## src/rtl/hdlc_chk_pkg.sv

```systemverilog
// Shared types and constants for the HDLC line checker.
package hdlc_chk_pkg;

  typedef enum logic [1:0] {
    HUNT = 2'd0,
    OPEN = 2'd1,
    DATA = 2'd2
  } chanState_t;

  localparam logic [7:0] FLAG_PAT  = 8'h7E;
  localparam logic [3:0] ABORT_RUN = 4'd7;
  localparam logic [3:0] STUFF_RUN = 4'd5;
  localparam logic [3:0] RUN_SAT   = 4'd8;
  localparam logic [3:0] WIN_FULL  = 4'd8;

  // Registered per-channel event pulses.
  typedef struct packed {
    logic flag;
    logic abort;
    logic frameEnd;
    logic alignErr;
    logic overflow;
  } chanEvt_t;

  // Ones-run update: clears on a 0, saturates at RUN_SAT.
  function automatic logic [3:0] runStep(input logic [3:0] run, input logic b);
    if (!b) return 4'd0;
    return (run == RUN_SAT) ? RUN_SAT : run + 4'd1;
  endfunction

endpackage

```

## src/rtl/hdlc_chk_chan.sv

```systemverilog
// One HDLC line: raw-bit window, zero removal, HUNT/OPEN/DATA FSM, frame bit counter.
module hdlc_chk_chan
  import hdlc_chk_pkg::*;
#(
  parameter int MAX_BYTES = 128,
  localparam int BYTE_W = $clog2(MAX_BYTES + 2)
) (
  input  logic              Clk,
  input  logic              Rst,
  input  logic              Line,
  input  logic              Enable,
  output chanEvt_t          Evt,
  output logic              Idle,
  output logic [BYTE_W-1:0] FrameBytes
);

  // The counter includes the 7 leading bits of the closing flag, which are
  // only recognised as flag bits once its last bit arrives; leave room so
  // that the byte count can still reach MAX_BYTES+1 before saturating.
  localparam int CNT_MAX = (MAX_BYTES + 2) * 8 + 7;
  localparam int CNT_BW  = $clog2(CNT_MAX + 1);
  localparam int RAW_W   = CNT_BW - 3;

  chanState_t        state, stateNext;
  logic [7:0]        win, winNext;
  logic [3:0]        run, runNext, fill, fillNext;
  logic [CNT_BW-1:0] cnt, cntNext, cntInc, frameBits;
  logic [RAW_W-1:0]  bytesRaw;
  logic              flagHit, abortHit, stuffDrop, frameEndHit, ovf;

  assign winNext   = {win[6:0], Line};
  assign runNext   = runStep(run, Line);
  assign fillNext  = (fill == WIN_FULL) ? fill : fill + 4'd1;
  // Window must hold 8 real bits (7 stored + current) before a flag counts.
  assign flagHit   = (fill >= 4'd7) && (winNext == FLAG_PAT);
  assign abortHit  = (state != HUNT) && (runNext == ABORT_RUN);
  assign stuffDrop = !Line && (run == STUFF_RUN);
  assign cntInc    = (cnt == CNT_BW'(CNT_MAX)) ? cnt : cnt + CNT_BW'(1);
  assign frameBits = cnt - CNT_BW'(7);
  assign bytesRaw  = frameBits[CNT_BW-1:3];
  assign ovf       = int'(bytesRaw) > MAX_BYTES;

  // FSM state register.
  always_ff @(posedge Clk) begin
    if (!Rst) state <= HUNT;
    else      state <= stateNext;
  end

  // Next state, frame bit counter and frame-end decision.
  // DATA is entered once 8 kept bits follow the flag: by then at least one
  // of them must be data, so a later flag ends a non-empty frame.
  always_comb begin
    stateNext   = state;
    cntNext     = cnt;
    frameEndHit = 1'b0;
    unique case (state)
      HUNT: begin
        if (flagHit) begin
          stateNext = OPEN;
          cntNext   = '0;
        end
      end
      OPEN, DATA: begin
        if (abortHit) begin
          stateNext = HUNT;
          cntNext   = '0;
        end else if (flagHit) begin
          frameEndHit = (state == DATA);
          stateNext   = OPEN;
          cntNext     = '0;
        end else if (!stuffDrop) begin
          cntNext = cntInc;
          if (state == OPEN && cntInc >= CNT_BW'(8)) stateNext = DATA;
        end
      end
      default: stateNext = HUNT;
    endcase
    if (!Enable) begin
      stateNext   = HUNT;
      cntNext     = '0;
      frameEndHit = 1'b0;
    end
  end

  // Window, run, fill, counter and registered outputs; FrameBytes survives Enable low.
  always_ff @(posedge Clk) begin
    if (!Rst) begin
      win        <= '0;
      run        <= '0;
      fill       <= '0;
      cnt        <= '0;
      Evt        <= '0;
      Idle       <= 1'b0;
      FrameBytes <= '0;
    end else if (!Enable) begin
      win  <= '0;
      run  <= '0;
      fill <= '0;
      cnt  <= '0;
      Evt  <= '0;
      Idle <= 1'b0;
    end else begin
      win          <= winNext;
      run          <= runNext;
      fill         <= fillNext;
      cnt          <= cntNext;
      Evt.flag     <= flagHit;
      Evt.abort    <= abortHit;
      Evt.frameEnd <= frameEndHit;
      Evt.alignErr <= frameEndHit && (frameBits[2:0] != 3'd0);
      Evt.overflow <= frameEndHit && ovf;
      Idle         <= (stateNext == HUNT) && (runNext == RUN_SAT);
      if (frameEndHit)
        FrameBytes <= ovf ? BYTE_W'(MAX_BYTES + 1) : BYTE_W'(bytesRaw);
    end
  end

endmodule

```

## config.mk

```make
export PLATFORM = sky130hd
export DESIGN_NAME = hdlc_chk_chan
export DESIGN_NICKNAME = d
export VERILOG_FILES = /design/src/rtl/hdlc_chk_pkg.sv /design/src/rtl/hdlc_chk_chan.sv
export SDC_FILE = /design/constraint.sdc
export NUM_CORES = 1
export LEC_CHECK = 0
export CORE_AREA = 2 2 61 106
export CTS_CLUSTER_SIZE = 8
export DETAILED_ROUTE_END_ITERATION = 8
export DIE_AREA = 0 0 63 108
export RECOVER_POWER = 25
export SETUP_SLACK_MARGIN = 0.2
export SYNTH_ARGS = -nofsm -noshare
export SYNTH_HDL_FRONTEND = slang
export SYNTH_SLANG_ARGS = --single-unit
```

## constraint.sdc

```tcl
create_clock -name Clk -period 2.85 [get_ports Clk]
set_clock_uncertainty 0.1 [all_clocks]
set_input_delay 0.57 -clock Clk [delete_from_list [all_inputs] [get_ports Clk]]
set_output_delay 0.57 -clock Clk [all_outputs]
set_load 0.02 [all_outputs]
```

==> flow_metrics.env <==
export IMPL_dpl_hpwl_um=3790
export IMPL_hold_depth=1
export IMPL_period_minus_slack_ns=2.48
export IMPL_path_cells="clkdlybuf4s50_1 -> nand4bb_1 -> or3_1 -> or3_1 -> a22oi_1 -> nor2b_1"
export IMPL_synth_seq_cells=42
export IMPL_antenna_found_initial=0
export IMPL_drv_slew=0
export IMPL_yosysWarnings=0
export IMPL_crit_type="in -> reg"
export IMPL_max_stage_delay_ns=0.50
export IMPL_initialDrtViolationCount=99
export IMPL_fin_hold_ws_ns=0.386
export IMPL_syn_to_final_growth_pct=16.5
export IMPL_start_kind="input pin"
export IMPL_ff2ff_path_depth=7
export IMPL_worstHoldPathType="reg -> reg"
export IMPL_die_width_um=63
export IMPL_vias=1908
export IMPL_timing_critical_path_buf_inv=1
export IMPL_leakage_nw=0.960
export IMPL_met1Wirelength_um=2060
export IMPL_clock_sinks=42
export IMPL_wl_um=5050
export IMPL_fin_util_pct=44.7
export IMPL_grt_ovfl_total=0
export IMPL_avgSynthCellArea_um2=8.82
export IMPL_syn_nets=271
export IMPL_setup_tns_ns=0
export IMPL_synth_area_um2=2260
export IMPL_cts_buffers=5
export IMPL_ys_flop_type="dfxtp_1"
export IMPL_cts_hold_buffers_added=0
export IMPL_syn_inst=256
export IMPL_grt_max_degree=18
export IMPL_grt_pass1_wl_um=8540
export IMPL_clkTransAtPathRegs_ns=0.09
export IMPL_layout_drive_gt1_share_pct=11.2
export IMPL_timing_fmax_mhz=403
export IMPL_rsz0062_at_grt="false"
export IMPL_power_mw=1.02
export IMPL_drv_cap=0
export IMPL_cp_arrival_ns=2.58
export IMPL_cpLargestDelayFamily="simple AND/OR/NAND/NOR gates"
export IMPL_grt_usage_pct=15.8
export IMPL_htreeDepth=2
export IMPL_dieArea_um2=6800
export IMPL_route_met2_wl_um=2710
export IMPL_worst_setup_path_end_kind="flop"
export IMPL_cts_tree="built"
export IMPL_finalNetCount=292
export IMPL_antenna_left=0
export IMPL_coreArea_um2=5880
export IMPL_clk_latency_ns=0.29
export IMPL_cts_repair_resized=0
export IMPL_top_layer="met4"
export IMPL_start_util_pct=38.4
export IMPL_cp_depth=6
export IMPL_maxSlewHeadroom_pct=60.6
export IMPL_wl_per_cell_um=14.2
export IMPL_synth_cell_types=54
export IMPL_synth_seq_area_share_pct=37.3
export IMPL_post_cts_setup_buffers=0
export IMPL_routed_via_density=5.36
export IMPL_cpMostUsedCell="or3_1"
export IMPL_clock_tree_root_cell="clkbuf_8"
export IMPL_setup_violations=0
export IMPL_status="completed"
export IMPL_pin_count=18
export IMPL_firstDrtPassIters=4
export IMPL_die_h_um=108
export IMPL_port_buffers=17
export IMPL_clockBufferDepth=2
export IMPL_gp_routability_congestion=0.832
export IMPL_drc_errors=0
export IMPL_cp_max_fo=7
export IMPL_diodes=0
export IMPL_rows=37
export IMPL_ys_async_sr_fraction_pct=0
export IMPL_grt_pass1_vias=1866
export IMPL_p_per_area_nw_per_um2=388
export IMPL_synth_edf_count=0
export IMPL_wl_met3_um=109
export IMPL_vdd_drop_max_uv=158
export IMPL_cp_required_ns=2.94
export IMPL_crit_path_top_delay_cell="or3_1"
export IMPL_worstMarginPinSlew_ns=0.591
export IMPL_fin_crit_sh_pct=87.2
export IMPL_hold_viol=0
## stage by stage
stage / setup slack (ns) / area [um^2] / std cells
6_report: 0.366 / 2630 / 356
5_1_grt: 0.223 / 2630 / 356
4_1_cts: 0.387 / 2640 / 356
3_5_place_dp: 0.0880 / 2540 / 348
3_3_place_gp: 0.107 / 2540 / 348
2_1_floorplan: 0.572 / 2260 / 256
## worst reg2reg max path, cell delays in order (launching register included)
cell	delay, ns
dfxtp_1	0.40
ha_1	0.34
nand2_1	0.19
nor3_2	0.43
mux2i_1	0.27
nor4_2	0.09
o31ai_1	0.41
and2_1	0.18
## cell families after synthesis
family,after synthesis,share of synthesized area (%)
flip-flops,42,37.3
AO/OA/AOI/OAI,49,15.7
adder cells (fa/ha/maj),11,6.10
multiplexers,8,3.82
XOR/XNOR,15,5.82
AND/OR/NAND/NOR,109,27.2
buffers and inverters,22,4.05
## routing by layer
| metal | vias to the layer above | GRT usage (%) |
|---|---|---|
| met4 | 0 | 8.89 |
| met3 | 10 | 2.50 |
| met2 | 33 | 29.7 |
| li1 | 961 | - |
| met5 | - | 0 |
| met1 | 904 | 16.3 |
## final timing paths
kind,start,endpoint,slack (ns)
setup / recovery,Line,FrameBytes[4],0.37
hold / removal,win[0],win[1],0.39
setup reg to reg,cnt[0],state[1],0.39
hold reg to reg,win[0],win[1],0.39
## cell usage after synthesis (2+ instances only)
cell type | instances | share of area, %
a211oi_1 | 2 | 0.66
a21oi_1 | 10 | 2.2
a22oi_1 | 6 | 2.0
a31oi_1 | 2 | 0.55
and2_1 | 3 | 0.83
and3_1 | 7 | 1.9
buf_2 | 4 | 0.89
clkbuf_1 | 8 | 1.3
dfxtp_1 | 42 | 37
ha_1 | 11 | 6.1
inv_1 | 9 | 1.5
mux2i_1 | 6 | 2.7
nand2_1 | 15 | 2.5
nand2b_1 | 3 | 0.83
nand3_1 | 9 | 2.0
nand3b_1 | 3 | 1.0
nand4_1 | 2 | 0.55
nand4b_1 | 2 | 0.78
nand4bb_1 | 2 | 1.0
nor2_1 | 30 | 5.0
nor2b_1 | 7 | 1.9
nor3_1 | 9 | 2.0
nor3_2 | 3 | 1.3
nor4_2 | 3 | 1.7
o21ai_0 | 9 | 2.0
o31a_1 | 2 | 0.78
o31ai_1 | 3 | 1.0
or3_1 | 4 | 1.1
or4_1 | 2 | 0.66
xnor2_1 | 8 | 3.1
xor2_1 | 7 | 2.7
## sequential cells by signal (all words and copies together) (netlist names)
name,flops
win,7
cnt,11
fill,4
Evt,5
FrameBytes,8
state,2
run,4
Idle,1
## layout make-up
type,count,area (um^2)
Sequential cell,42,841
Timing Repair Buffer,27,238
Tap cell,78,97.6
Inverter,9,33.8
Multi-Input combinational cell,192,1330
Clock inverter,3,25.0
Clock buffer,5,68.8
Fill cell,595,3250
## where the power goes
part | total, mW | internal (mW) | leakage [nW] | switching (mW)
clock | 0.399 | 0.177 | 0.0447 | 0.223
combinational | 0.0291 | 0.0107 | 0.576 | 0.0184
sequential | 0.592 | 0.589 | 0.339 | 0.00263
## cells in the final DEF (no fill, tap or decap), types with 3 or more instances in the layout
cell,count
dlygate4sd3_1,3
clkbuf_8,5
nor4_2,3
nor2_1,30
buf_4,8
nand2_1,15
nor3_2,3
and3_1,7
dfxtp_1,42
nand3_1,9
mux2i_1,6
or3_1,4
nor2b_1,7
a21oi_1,10
nand3b_1,3
o31ai_1,3
and2_1,3
ha_1,11
inv_1,9
xor2_1,7
a22oi_1,6
o21ai_0,9
nor3_1,9
clkdlybuf4s50_1,14
xnor2_1,8
nand2b_1,3
(Power assumes the default switching activity.)
